==> src/rtl/cpu_decoder_types_pkg.sv <==
// Shared decoder types: block-transfer FSM states, decoded LDM/STM fields and
// the footprint helper used to place the transfer window in memory.
package cpu_decoder_types_pkg;

   typedef enum logic [1:0] {
      BX_IDLE   = 2'd0,
      BX_XFER   = 2'd1,
      BX_FINISH = 2'd2
   } block_xfer_state_t;

   typedef struct packed {
      logic is_load;
      logic p;
      logic u;
      logic s;
      logic w;
   } block_xfer_fields_t;

   // An empty list still transfers r15 but occupies a 16-word window.
   localparam logic [15:0] EMPTY_LIST_MASK = 16'h8000;

   function automatic logic [31:0] block_bytes(input logic [15:0] list);
      logic [4:0] cnt;
      cnt = '0;
      for (int i = 0; i < 16; i++) begin
         cnt = cnt + {4'd0, list[i]};
      end
      if (list == 16'h0000) begin
         return 32'd64;
      end
      return {25'd0, cnt, 2'b00};
   endfunction

endpackage

==> src/rtl/arm_lsb_encoder.sv <==
// Lowest-set-bit priority encoder over a 16-bit register mask.
module arm_lsb_encoder (
   input  logic [15:0] mask,
   output logic [3:0]  idx,
   output logic        valid
);

   always_comb begin
      idx   = 4'd0;
      valid = 1'b0;
      // Scanning downward lets the lowest set bit win the last assignment.
      for (int i = 15; i >= 0; i--) begin
         if (mask[i]) begin
            idx   = 4'(i);
            valid = 1'b1;
         end
      end
   end

endmodule

==> src/rtl/arm_block_xfer_seq.sv <==
// LDM/STM beat sequencer: walks the register list lowest-first at ascending
// word addresses, then issues the done pulse and optional base writeback.
module arm_block_xfer_seq
   import cpu_decoder_types_pkg::*;
(
   input  logic        clk,
   input  logic        rst_n,
   input  logic        start,
   input  logic        is_load,
   input  logic        P,
   input  logic        U,
   input  logic        S,
   input  logic        W,
   input  logic [3:0]  rn_idx,
   input  logic [31:0] rn_value,
   input  logic [15:0] reg_list,
   output logic        busy,
   output logic        mem_req,
   output logic        mem_we,
   output logic [31:0] mem_addr,
   input  logic        mem_ack,
   output logic [3:0]  xfer_reg,
   output logic        user_bank,
   output logic        wb_en,
   output logic [31:0] wb_value,
   output logic        done
);

   block_xfer_state_t  state_q, state_d;
   block_xfer_fields_t fields_in;

   logic        busy_q, busy_d;
   logic        req_q, req_d;
   logic        we_q, we_d;
   logic [31:0] addr_q, addr_d;
   logic [3:0]  reg_q, reg_d;
   logic [15:0] mask_q, mask_d;
   logic        user_q, user_d;
   logic        wb_en_q, wb_en_d;
   logic [31:0] wb_value_q, wb_value_d;
   logic        done_q, done_d;
   logic        is_load_q, is_load_d;
   logic        w_q, w_d;
   logic        rn_in_list_q, rn_in_list_d;

   logic [15:0] eff_list;
   logic [15:0] enc_mask;
   logic [3:0]  enc_idx;
   logic        enc_valid;
   logic [31:0] nbytes;
   logic [31:0] first_addr;
   logic [31:0] wb_calc;

   assign fields_in = '{is_load: is_load, p: P, u: U, s: S, w: W};
   assign eff_list  = (reg_list == 16'h0000) ? EMPTY_LIST_MASK : reg_list;
   assign nbytes    = block_bytes(reg_list);
   assign wb_calc   = fields_in.u ? (rn_value + nbytes) : (rn_value - nbytes);

   always_comb begin
      case ({fields_in.p, fields_in.u})
         2'b01:   first_addr = rn_value;
         2'b11:   first_addr = rn_value + 32'd4;
         2'b00:   first_addr = rn_value - nbytes + 32'd4;
         default: first_addr = rn_value - nbytes;
      endcase
   end

   // In IDLE the encoder looks at the incoming list; during XFER it looks at
   // the bits not yet served, so its valid flag also marks "more beats left".
   assign enc_mask = (state_q == BX_IDLE) ? eff_list : mask_q;

   arm_lsb_encoder u_lsb_encoder (
      .mask  (enc_mask),
      .idx   (enc_idx),
      .valid (enc_valid)
   );

   always_comb begin
      state_d      = state_q;
      busy_d       = busy_q;
      req_d        = req_q;
      we_d         = we_q;
      addr_d       = addr_q;
      reg_d        = reg_q;
      mask_d       = mask_q;
      user_d       = user_q;
      wb_en_d      = 1'b0;
      wb_value_d   = wb_value_q;
      done_d       = 1'b0;
      is_load_d    = is_load_q;
      w_d          = w_q;
      rn_in_list_d = rn_in_list_q;

      case (state_q)
         BX_IDLE: begin
            if (start) begin
               state_d      = BX_XFER;
               busy_d       = 1'b1;
               req_d        = 1'b1;
               we_d         = ~fields_in.is_load;
               addr_d       = {first_addr[31:2], 2'b00};
               reg_d        = enc_idx;
               mask_d       = eff_list & ~(16'h0001 << enc_idx);
               user_d       = fields_in.s;
               wb_value_d   = wb_calc;
               is_load_d    = fields_in.is_load;
               w_d          = fields_in.w;
               rn_in_list_d = reg_list[rn_idx];
            end
         end
         BX_XFER: begin
            if (mem_ack) begin
               if (enc_valid) begin
                  addr_d = addr_q + 32'd4;
                  reg_d  = enc_idx;
                  mask_d = mask_q & ~(16'h0001 << enc_idx);
               end else begin
                  state_d = BX_FINISH;
                  req_d   = 1'b0;
                  we_d    = 1'b0;
                  done_d  = 1'b1;
                  // A load that overwrites the base keeps the loaded value.
                  wb_en_d = w_q & ~(is_load_q & rn_in_list_q);
               end
            end
         end
         BX_FINISH: begin
            state_d = BX_IDLE;
            busy_d  = 1'b0;
            user_d  = 1'b0;
         end
         default: begin
            state_d = BX_IDLE;
            busy_d  = 1'b0;
            req_d   = 1'b0;
            we_d    = 1'b0;
         end
      endcase
   end

   always_ff @(posedge clk or negedge rst_n) begin
      if (!rst_n) begin
         state_q      <= BX_IDLE;
         busy_q       <= 1'b0;
         req_q        <= 1'b0;
         we_q         <= 1'b0;
         addr_q       <= 32'd0;
         reg_q        <= 4'd0;
         mask_q       <= 16'd0;
         user_q       <= 1'b0;
         wb_en_q      <= 1'b0;
         wb_value_q   <= 32'd0;
         done_q       <= 1'b0;
         is_load_q    <= 1'b0;
         w_q          <= 1'b0;
         rn_in_list_q <= 1'b0;
      end else begin
         state_q      <= state_d;
         busy_q       <= busy_d;
         req_q        <= req_d;
         we_q         <= we_d;
         addr_q       <= addr_d;
         reg_q        <= reg_d;
         mask_q       <= mask_d;
         user_q       <= user_d;
         wb_en_q      <= wb_en_d;
         wb_value_q   <= wb_value_d;
         done_q       <= done_d;
         is_load_q    <= is_load_d;
         w_q          <= w_d;
         rn_in_list_q <= rn_in_list_d;
      end
   end

   assign busy      = busy_q;
   assign mem_req   = req_q;
   assign mem_we    = we_q;
   assign mem_addr  = addr_q;
   assign xfer_reg  = reg_q;
   assign user_bank = user_q;
   assign wb_en     = wb_en_q;
   assign wb_value  = wb_value_q;
   assign done      = done_q;

endmodule

==> config.mk <==
export PLATFORM = sky130hd
export DESIGN_NAME = arm_block_xfer_seq
export DESIGN_NICKNAME = d
export VERILOG_FILES = /design/src/rtl/cpu_decoder_types_pkg.sv /design/src/rtl/arm_lsb_encoder.sv /design/src/rtl/arm_block_xfer_seq.sv
export SDC_FILE = /design/constraint.sdc
export NUM_CORES = 1
export LEC_CHECK = 0
export CAP_MARGIN = 0
export CORE_ASPECT_RATIO = 1.25
export CORE_MARGIN = 10
export CORE_UTILIZATION = 55
export DETAILED_ROUTE_END_ITERATION = 10
export GPL_ROUTABILITY_DRIVEN = 0
export PLACE_DENSITY = 0.81
export SETUP_SLACK_MARGIN = 0.3
export SYNTH_ARGS = -nofsm -noshare
export SYNTH_HDL_FRONTEND = slang
export SYNTH_HIERARCHICAL = 1
export SYNTH_SLANG_ARGS = --single-unit
==> constraint.sdc <==
create_clock -name clk -period 8 [get_ports clk]
set_clock_uncertainty 0.1 [all_clocks]
set_input_delay 1.6 -clock clk [delete_from_list [all_inputs] [get_ports clk]]
set_output_delay 1.6 -clock clk [all_outputs]
set_load 0.02 [all_outputs]
# Word-level counts from Yosys, hierarchy flattened
# Cells that the tools add are included.
dict set report op_classes {
  n_shift 1
  n_eq_ne 8
  n_mux 72
  n_bitwise 9
  n_lt_le_gt_ge 1
  n_addsub 20
  n_reduce_logical 11
}
# cell n
set op_table {}
lappend op_table {{two-way mux 32 bit} 6}
lappend op_table {{adder 32 x 3 -> 32 bit (second input constant)} 3}
lappend op_table {{case mux 32 bit (3 select lines)} 1}
lappend op_table {{two-way mux 16 bit} 5}
lappend op_table {{two-way mux 4 bit} 19}
lappend op_table {{case mux 32 bit (2 select lines)} 1}
lappend op_table {{adder 5 x 1 -> 5 bit} 11}
lappend op_table {{adder 32 bit} 1}
lappend op_table {{bitwise AND 16 bit} 2}
lappend op_table {{case mux 16 bit (2 select lines)} 1}
lappend op_table {{subtractor 32 bit} 1}
lappend op_table {{two-way mux 1 bit} 29}
lappend op_table {{logical NOT 16 bit} 1}
lappend op_table {{NOT 16 bit} 1}
lappend op_table {{left shift 1 x 4 -> 16 bit (first input constant)} 1}
lappend op_table {{inequality test 2 bit (second input constant)} 4}
lappend op_table {{case mux 4 bit (2 select lines)} 1}
lappend op_table {{AND reduction 4 bit} 2}
lappend op_table {{two-way mux 2 bit} 3}
lappend op_table {{case mux 1 bit (3 select lines)} 2}
lappend op_table {{AND reduction 2 bit} 3}
lappend op_table {{adder 4 x 1 -> 5 bit} 1}
lappend op_table {{less-than comparator 4 x 5 -> 1 bit (second input constant)} 1}
lappend op_table {{adder 3 x 1 -> 4 bit} 1}
lappend op_table {{12 further kinds} 21}
dict set report word_totals {
  in_bits 61
  elab_cells 136
  register_bits 95
}

# Depth between registers and ports, before layout
# Gate-level depths: netlist of the first run.
dict set report depth {
  ltp_word 25
  mapped_depth 25
}

# By module
# Netlist of the first run, hierarchy kept.
# module cells_per_inst area_each_um2 n_inst
set modules_own_cells {}
lappend modules_own_cells {arm_block_xfer_seq 1179 8733.4 1}
lappend modules_own_cells {arm_lsb_encoder 33 178.9 1}

# Worst setup path before layout of the first run
# OpenSTA, ideal clock, no wires.
dict set report synth_timing {
  kind {input -> register}
  from {input reg_list[0]}
  to {register addr_q[28] (netlist: mem_addr[28])}
  path_slack_ns 0.153
  setup_time_ns 0.127
  path_buffers 1
  path_stages 20
  required_ns 7.773
  arrival_time_ns 7.620
  cell_sequence {inv_1 -> fa_1 -> fa_1 -> fa_1 -> fa_1 -> inv_1 -> ha_1 -> fa_1 -> nand2_1 -> fa_1 -> a211oi_2 -> o211ai_1 -> nor3_1 -> xnor2_1 -> or4_1 -> buf_2 -> or4b_4 -> or3_1 -> a221oi_2 -> o21ai_1}
}
dict set report synth_via {
  elab_chain_cells 21
}
# element line
set synth_rtl {}
lappend synth_rtl {{start: declaration} arm_block_xfer_seq.sv:16} ;# input logic [15:0] reg_list,
lappend synth_rtl {{adder 1 x 1 -> 2 bit / logical NOT 16 bit (equally long branches)} {cpu_decoder_types_pkg.sv:26, cpu_decoder_types_pkg.sv:28, arm_block_xfer_seq.sv:55}}
lappend synth_rtl {{adder 2 x 1 -> 3 bit / two-way mux 16 bit (equally long branches)} {cpu_decoder_types_pkg.sv:26, arm_block_xfer_seq.sv:55}}
lappend synth_rtl {{adder 3 x 1 -> 4 bit / two-way mux 16 bit (equally long branches)} {cpu_decoder_types_pkg.sv:26, arm_block_xfer_seq.sv:70}}
lappend synth_rtl {{adder 4 x 1 -> 5 bit / two-way mux 1 bit (equally long branches)} {cpu_decoder_types_pkg.sv:26, arm_lsb_encoder.sv:13}}
lappend synth_rtl {{adder 5 x 1 -> 5 bit / two-way mux 1 bit (equally long branches) (11 in series)} {cpu_decoder_types_pkg.sv:26, arm_lsb_encoder.sv:13}}
lappend synth_rtl {{two-way mux 32 bit / two-way mux 1 bit (equally long branches)} {cpu_decoder_types_pkg.sv:31, arm_lsb_encoder.sv:13}}
lappend synth_rtl {{subtractor 32 bit / two-way mux 1 bit (equally long branches)} {arm_block_xfer_seq.sv:63, arm_block_xfer_seq.sv:64, arm_lsb_encoder.sv:13}}
lappend synth_rtl {{adder 32 x 3 -> 32 bit / two-way mux 1 bit (equally long branches)} {arm_block_xfer_seq.sv:63, arm_lsb_encoder.sv:13}}
lappend synth_rtl {{case mux 32 bit (3 select lines) / two-way mux 1 bit (equally long branches)} {arm_block_xfer_seq.sv:60, arm_lsb_encoder.sv:13}}
lappend synth_rtl {{two-way mux 32 bit / inequality test 2 bit (equally long branches)} -}
lappend synth_rtl {{case mux 32 bit (2 select lines) / AND reduction 4 bit (equally long branches)} -}
lappend synth_rtl {{end signal: assignment} arm_block_xfer_seq.sv:162} ;# addr_q <= addr_d;
lappend synth_rtl {{end: declaration} arm_block_xfer_seq.sv:35} ;# logic [31:0] addr_q, addr_d;
# Several ways; a longest one is shown, not always the timed one. The select of a mux whose other input is x is not followed.
# A chain may end at the register's enable or synchronous reset.

# Worst setup path in the final report of the first run
dict set report layout_timing {
  from {input reg_list[13]}
  to {register addr_q[28] (netlist: mem_addr[28])}
}
dict set report layout_via {
  elab_chain_cells 21
}
# element
set layout_rtl {}
lappend layout_rtl {{parallel branches: the longest is 21 deep, another holds subtractor 32 bit}}
# Parallel ways; which one is timed is not known. The select of a mux whose other input is x is not followed.

==> run metrics, run 1 <==
outcome=finished, final reports clean; post-route setup slack=0.296 ns; R2R depth=11; share of layout cells above drive strength 1=14.2%; number of global-route vias before repair=9440; f_max=130 MHz; clk buf depth=2; Power Dens Cells=295 mW/mm^2; reg2reg end=mem_addr[11]$_DFFE_PN0P_; RSZ-0062 raised after global routing=yes; Hold Path Class=flop to flop; top-area cell type share of the netlist area=26.1%; DIE AREA=0.0217 sq mm; Syn-to-layout area delta=27.4%; worst skew pair latency=roughly 0.36 ns; Switching Fraction=46.6%; fin nets=1453; CTS buffer count=9; ys flop type=dfrtp_1; CTS Hold Bufs=0; antenna viol nets, final=0; core area=0.0161 sq mm; register area share after synthesis=around a quarter; Comb power frac=62.9%; Mapped Cells=1212; DRT Pass-1 Iters=6; clock power share=between 10% and 20%; Std-Cell Rows=52; Post-synth EDFFs=0; CTS tree=yes; library cells used by synthesis=80; worst hold path cell count=2; M3 GR Usage=5.01%; DR iter-0 viols=1329; Final min period=7.70 ns; largest net degree at the start of global routing=77; total track usage=27.0%; H-tree Lvls=3; met2 Use GR=43.9%; Final Max Tran Viols=0; asr flop ratio synth=100%; die height=approximately 160 um; Synth area leaders=dfrtp_1, nand2_1, a21oi_1; grt ovf=0; Routed wire per std cell=around 19 um; Rel. slew slack=about 15%; Final Cycle Share=between 90% and 100%; Critical R2R Launch=state_q[1]$_DFFE_PN0P_; arrival time at the worst endpoint=7.85 ns; chip width=134 um; setup_tns=0 ns; CTS root buf=clkbuf_16; CP required=8.14 ns; worst slack at placement=-0.397 ns; Top Usage Layer GRT=met2; DR vias=10100; Final setup viols=0; post-synthesis average cell area=7.35 sq um; Synth Warn #=6; initial core utilization=between 50% and 60%; max-cap violations=0; sw power=around 1.6 mW; R2R setup slack=around 3.5 ns; Leak Pwr=4.52 nW; diode count=0; I/O pins=135; final hold vios=0; placed inst area=approximately 0.011 sq mm; Mapped Area=0.00891 sq mm; Tightest Pin Transition=1.27 ns; post-synth top area cell=dfrtp_1; HPWL after detailed placement=22300 um; clock slew at reported path FFs=0.08 ns; final hold slack=0.377 ns; initial antenna violation count=0; startpoint types=input port; CP Max Fanout=4; HP Start=wb_value[0]$_DFFE_PN0P_; Worst setup EP type=flop; Int Pwr=between 1.5 and 2 mW; routed vias/inst=6.37; Worst Setup Path Type=input port to flop; part of the power in registers=between 20% and 30%; Synth Register Bits=93; Sink Count=93; Global Route met1 Usage=34.2%; total wire length=30600 um; max reg flops=32; # port buffers=132; first-pass GRT wire length=slightly below 50000 um; Max IR drop VDD=0.192 mV; drt drc=0; Min-Delay Endpoint=wb_value[0]$_DFFE_PN0P_; Post-Layout Inst Area=between 0.01 and 0.015 sq mm
## worst max-delay path, stage by stage
cell      delay (ns)
buf_8           0.08
inv_4           0.03
fa_1            0.52
fa_1            0.58
fa_2            0.46
fa_1            0.41
inv_1           0.13
ha_4            0.21
a21o_1          0.20
a21oi_2         0.19
xnor2_1         0.16
nand2_1         0.14
ha_4            0.22
buf_4           0.14
buf_4           0.14
a211oi_4        0.25
nor3_1          0.10
nor3_1          0.24
xnor2_1         0.15
or4_4           0.58
or4b_4          0.59
or3_4           0.41
a221oi_2        0.23
o21ai_1         0.10
## what timing repair did
action | in CTS | in global routing
pin swaps | 18 | 27
setup endpoints to repair | 17 | 15
cloned | 1 | 0
hold endpoints to repair | 0 | 0
setup buffers | 1 | 4
resized for setup | 38 | 45
## kinds of logic (layout without fill, tap and decap cells)
logic type | Yosys count | after routing | synth area share (%)
compound gates | 351 | 351 | 24.3
simple gates | 495 | 495 | 27.5
buf+inv | 146 | 296 | 6.36
flops | 93 | 93 | 26.1
xor+xnor | 79 | 79 | 7.76
fa+ha+maj | 34 | 34 | 5.78
other cells | 1 | 2 | 0.0421
mux | 13 | 13 | 2.19
## power by group through the flow
| stage | Combinational (mW) | Clock, mW | Sequential, mW |
|---|---|---|---|
| after floorplan | 0.998 | 0 | 0.944 |
| after global placement | 1.89 | 0 | 0.802 |
| after detailed placement | 1.93 | 0 | 0.808 |
| after CTS | 2.02 | 0.439 | 0.802 |
| after global routing | 2.28 | 0.458 | 0.832 |
| final | 2.11 | 0.435 | 0.808 |
## synthesized netlist by cell type (11+ instances only)
cell        n
nand2_1   164
a21oi_1   105
o21ai_0   104
nor2_1    103
dfrtp_1    93
clkbuf_1   71
inv_1      56
xnor2_1    47
nor3_1     41
nand3_1    37
xor2_1     32
a31oi_1    24
ha_1       22
nor4_1     22
nand4_1    20
or3_1      20
and3_1     15
fa_1       12
a211oi_1   11
o22ai_1    11
## worst max path at each step
stage / from / endpoint / slack [ns] / cells past startpoint
floorplan: reg_list[15] / mem_addr[28]$_DFFE_PN0P_ / 0.28 / 20
CTS: reg_list[7] / mem_addr[26]$_DFFE_PN0P_ / 0.41 / 21
global placement: reg_list[15] / mem_addr[28]$_DFFE_PN0P_ / -0.30 / 21
finish: reg_list[13] / mem_addr[28]$_DFFE_PN0P_ / 0.30 / 24
detailed placement: reg_list[15] / mem_addr[28]$_DFFE_PN0P_ / -0.40 / 22
global route: reg_list[13] / mem_addr[28]$_DFFE_PN0P_ / 0.14 / 24
## area by class of cell
cell class	count	area [sq um]
inverters	58	220
multi-input cells	974	6270
fillers	1263	4720
flip-flops and latches	93	2330
clock inverters	7	58.8
repair buffers	222	1980
well taps	216	270
clock buffers	9	225
## layout by cell type, fill, tap and decap left out, drive strengths merged, types with 14 or more instances in the layout
| cell | n |
|---|---|
| nand2 | 164 |
| inv | 60 |
| xor2 | 32 |
| a31oi | 24 |
| nor4 | 28 |
| or3 | 20 |
| and3 | 15 |
| nor3 | 42 |
| nand3 | 37 |
| a21oi | 105 |
| dfrtp | 93 |
| clkdlybuf4s50 | 121 |
| nand4 | 20 |
| clkbuf | 14 |
| o21ai | 109 |
| ha | 22 |
| nor2 | 103 |
| buf | 95 |
| xnor2 | 47 |
## metrics by stage
stage	total power [mW]	utilization [%]	cells
6_report	3.35	70.6	1579
5_1_grt	3.57	70.6	1579
4_1_cts	3.26	70.0	1575
3_5_place_dp	2.74	67.5	1557
3_3_place_gp	2.69	67.5	1557
2_1_floorplan	1.94	-	1213
## metal layers
metal	share of wire, %	vias up
met5	0	-
met4	3.9	0
met3	9.1	99
met2	47	622
met1	39	4698
li1	-	4644
(Power assumes the default switching activity.)
==> inputs of run 2 (changes only) <==
CAP_MARGIN = default   (was 0)
CORE_MARGIN = default   (was 10)
==> run 2 against run 1 <==
Effect of this change:
- wire length fell by 1.2%
- first-iteration DRC count fell by 7.4%
- die area down 23%
- fmax grew 1.3%
- via count up 2.0%
==> run metrics, run 2 (synthesis results as in run 1) <==
outcome=finished, final reports clean (unchanged); startpoint types=input port (unchanged); Rel. slew slack=17.1% (was 15.4%); drt drc=0 (unchanged); Post-Layout Cell Count=1586 (was 1579); part of the power in registers=23.3% (was 24.1%); largest net degree at the start of global routing=60 (was 77); CTS buffer count=9 (unchanged); CP Max Fanout=4 (unchanged); Hold Path Class=flop to flop (unchanged); core area=0.0157 sq mm (was 0.0161 sq mm); clock slew at reported path FFs=0.07 ns (was 0.08 ns); I/O pins=135 (unchanged); first-pass GRT wire length=46900 um (was 48600 um); DR iter-0 viols=1230 (was 1329); Final min period=7.60 ns (was 7.70 ns); HPWL after detailed placement=21400 um (was 22300 um); diode count=0 (unchanged); Tightest Pin Transition=1.24 ns (was 1.27 ns); grt ovf=0 (unchanged); worst skew pair latency=0.35 ns (was 0.36 ns); sw power=1.57 mW (was 1.56 mW); antenna viol nets, final=0 (unchanged); CTS tree=yes (unchanged); Routed wire per std cell=19.1 um (was 19.4 um); Max IR drop VDD=0.226 mV (was 0.192 mV); CTS Hold Bufs=0 (unchanged); final hold slack=0.373 ns (was 0.377 ns); share of layout cells above drive strength 1=14.8% (was 14.2%); number of global-route vias before repair=9359 (was 9440); initial core utilization=56.8% (was 55.5%); Switching Fraction=45.1% (was 46.6%); routed vias/inst=6.47 (was 6.37); Worst Setup Path Type=input port to flop (unchanged); CP required=8.16 ns (was 8.14 ns); Syn-to-layout area delta=28.9% (was 27.4%); fin nets=1464 (was 1453); commonest non-fill, non-tap cell in the layout=nand2_1 (unchanged); arrival time at the worst endpoint=7.77 ns (was 7.85 ns); # port buffers=132 (unchanged); clock power share=14.8% (was 13.0%); max reg flops=32 (unchanged); clk buf depth=2 (unchanged); DRT Pass-1 Iters=5 (was 6); Int Pwr=1.91 mW (was 1.79 mW); most frequent cells in the layout=nand2_1, clkdlybuf4s50_1, o21ai_0, a21oi_1, nor2_1 (unchanged); Comb power frac=61.9% (was 62.9%); RSZ-0062 raised after global routing=no (was yes); CTS root buf=clkbuf_16 (unchanged); Std-Cell Rows=51 (was 52); DIE AREA=0.0167 sq mm (was 0.0217 sq mm); final hold vios=0 (unchanged); total track usage=35.9% (was 27.0%); Final Cycle Share=95.1% (was 96.3%); H-tree Lvls=3 (unchanged); Leak Pwr=4.59 nW (was 4.52 nW); Final Max Tran Viols=0 (unchanged); DP Cell Count=1557 (unchanged); Sink Count=93 (unchanged); DR vias=10300 (was 10100); total wire length=30200 um (was 30600 um); Power Dens Cells=303 mW/mm^2 (was 295 mW/mm^2); die height=144 um (was 162 um); max-cap violations=0 (unchanged); Final setup viols=0 (unchanged); chip width=116 um (was 134 um); Worst setup EP type=flop (unchanged); f_max=131 MHz (was 130 MHz); initial antenna violation count=0 (unchanged)
[run 2: repair_timing]
item | 4_1_cts | 5_1_grt
setup endpoints to repair | 18 | 16
buffers inserted | 5 | 8
gates resized for setup | 38 | 47
pin swaps | 23 | 24
hold endpoints to repair | 0 | 0
[run 2: cell type report]
| cell class | instances | area [sq um] |
|---|---|---|
| clock buffers | 10 | 229 |
| clock inverters | 6 | 118 |
| fillers | 1237 | 4210 |
| inverters | 58 | 220 |
| multi-input cells | 974 | 6260 |
| flip-flops and latches | 93 | 2330 |
| well taps | 212 | 265 |
| repair buffers | 233 | 2070 |
[run 2: worst max-delay path, cell delays in order]
cell and delay [ns]:
clkdlybuf4s50_1 0.54, inv_2 0.08, fa_2 0.59, fa_2 0.45
fa_1 0.51, inv_2 0.05, ha_4 0.16, fa_2 0.35
a21oi_2 0.16, o21ai_2 0.10, ha_4 0.31, nor2b_4 0.04
or3_4 0.41, buf_6 0.13, or3_4 0.38, a221oi_4 0.32
buf_4 0.16, buf_6 0.08, buf_6 0.08, nand4_1 0.10
buf_4 0.18, nor4_4 0.36, buf_4 0.19, xor2_1 0.14
nor2_1 0.07, o31ai_1 0.23
[run 2: stage by stage]
stage	utilization, %	setup TNS (ns)	instance area (sq um)	power, mW	worst slack [ns]
3_3_place_gp	69.2	-1.69	10900	2.68	-0.302
2_1_floorplan	-	0	8960	1.94	0.275
4_1_cts	72.2	0	11300	3.33	0.301
6_report	73.2	0	11500	3.48	0.395
3_5_place_dp	69.2	-3.79	10900	2.72	-0.487
5_1_grt	73.2	0	11500	3.68	0.207
[run 2: path summary, 6_finish.rpt]
kind | startpoint | endpoint | slack, ns | cells after the start
setup / recovery | reg_list[14] | mem_addr[21]$_DFFE_PN0P_ | 0.40 | 26
hold / removal | w_q$_DFFE_PN0P_ | w_q$_DFFE_PN0P_ | 0.37 | 2
setup reg to reg | state_q[1]$_DFFE_PN0P_ | mem_addr[11]$_DFFE_PN0P_ | 3.52 | 12
hold reg to reg | w_q$_DFFE_PN0P_ | w_q$_DFFE_PN0P_ | 0.37 | 2
max in group asynchronous | rst_n | wb_value[23]$_DFFE_PN0P_ | 5.59 | 2
min in group asynchronous | rst_n | mask_q[13]$_DFFE_PN0P_ | 1.09 | 1
[run 2: power by group through the flow]
stage                     registers (mW)  logic, mW  clock network, mW
final                              0.810       2.15              0.516
after global routing               0.832       2.31              0.541
after CTS                          0.806       2.01              0.515
after detailed placement           0.812       1.91                  0
after global placement             0.808       1.87                  0
after floorplan                    0.944      0.998                  0
[run 2: per-layer routing]
layer	global-route usage [%]	wire, um	part of all wire [%]
met4	18.8	1590	5.3
met5	0	0	0
met1	46.7	11800	39
met3	5.95	2770	9.1
met2	57.0	14000	46
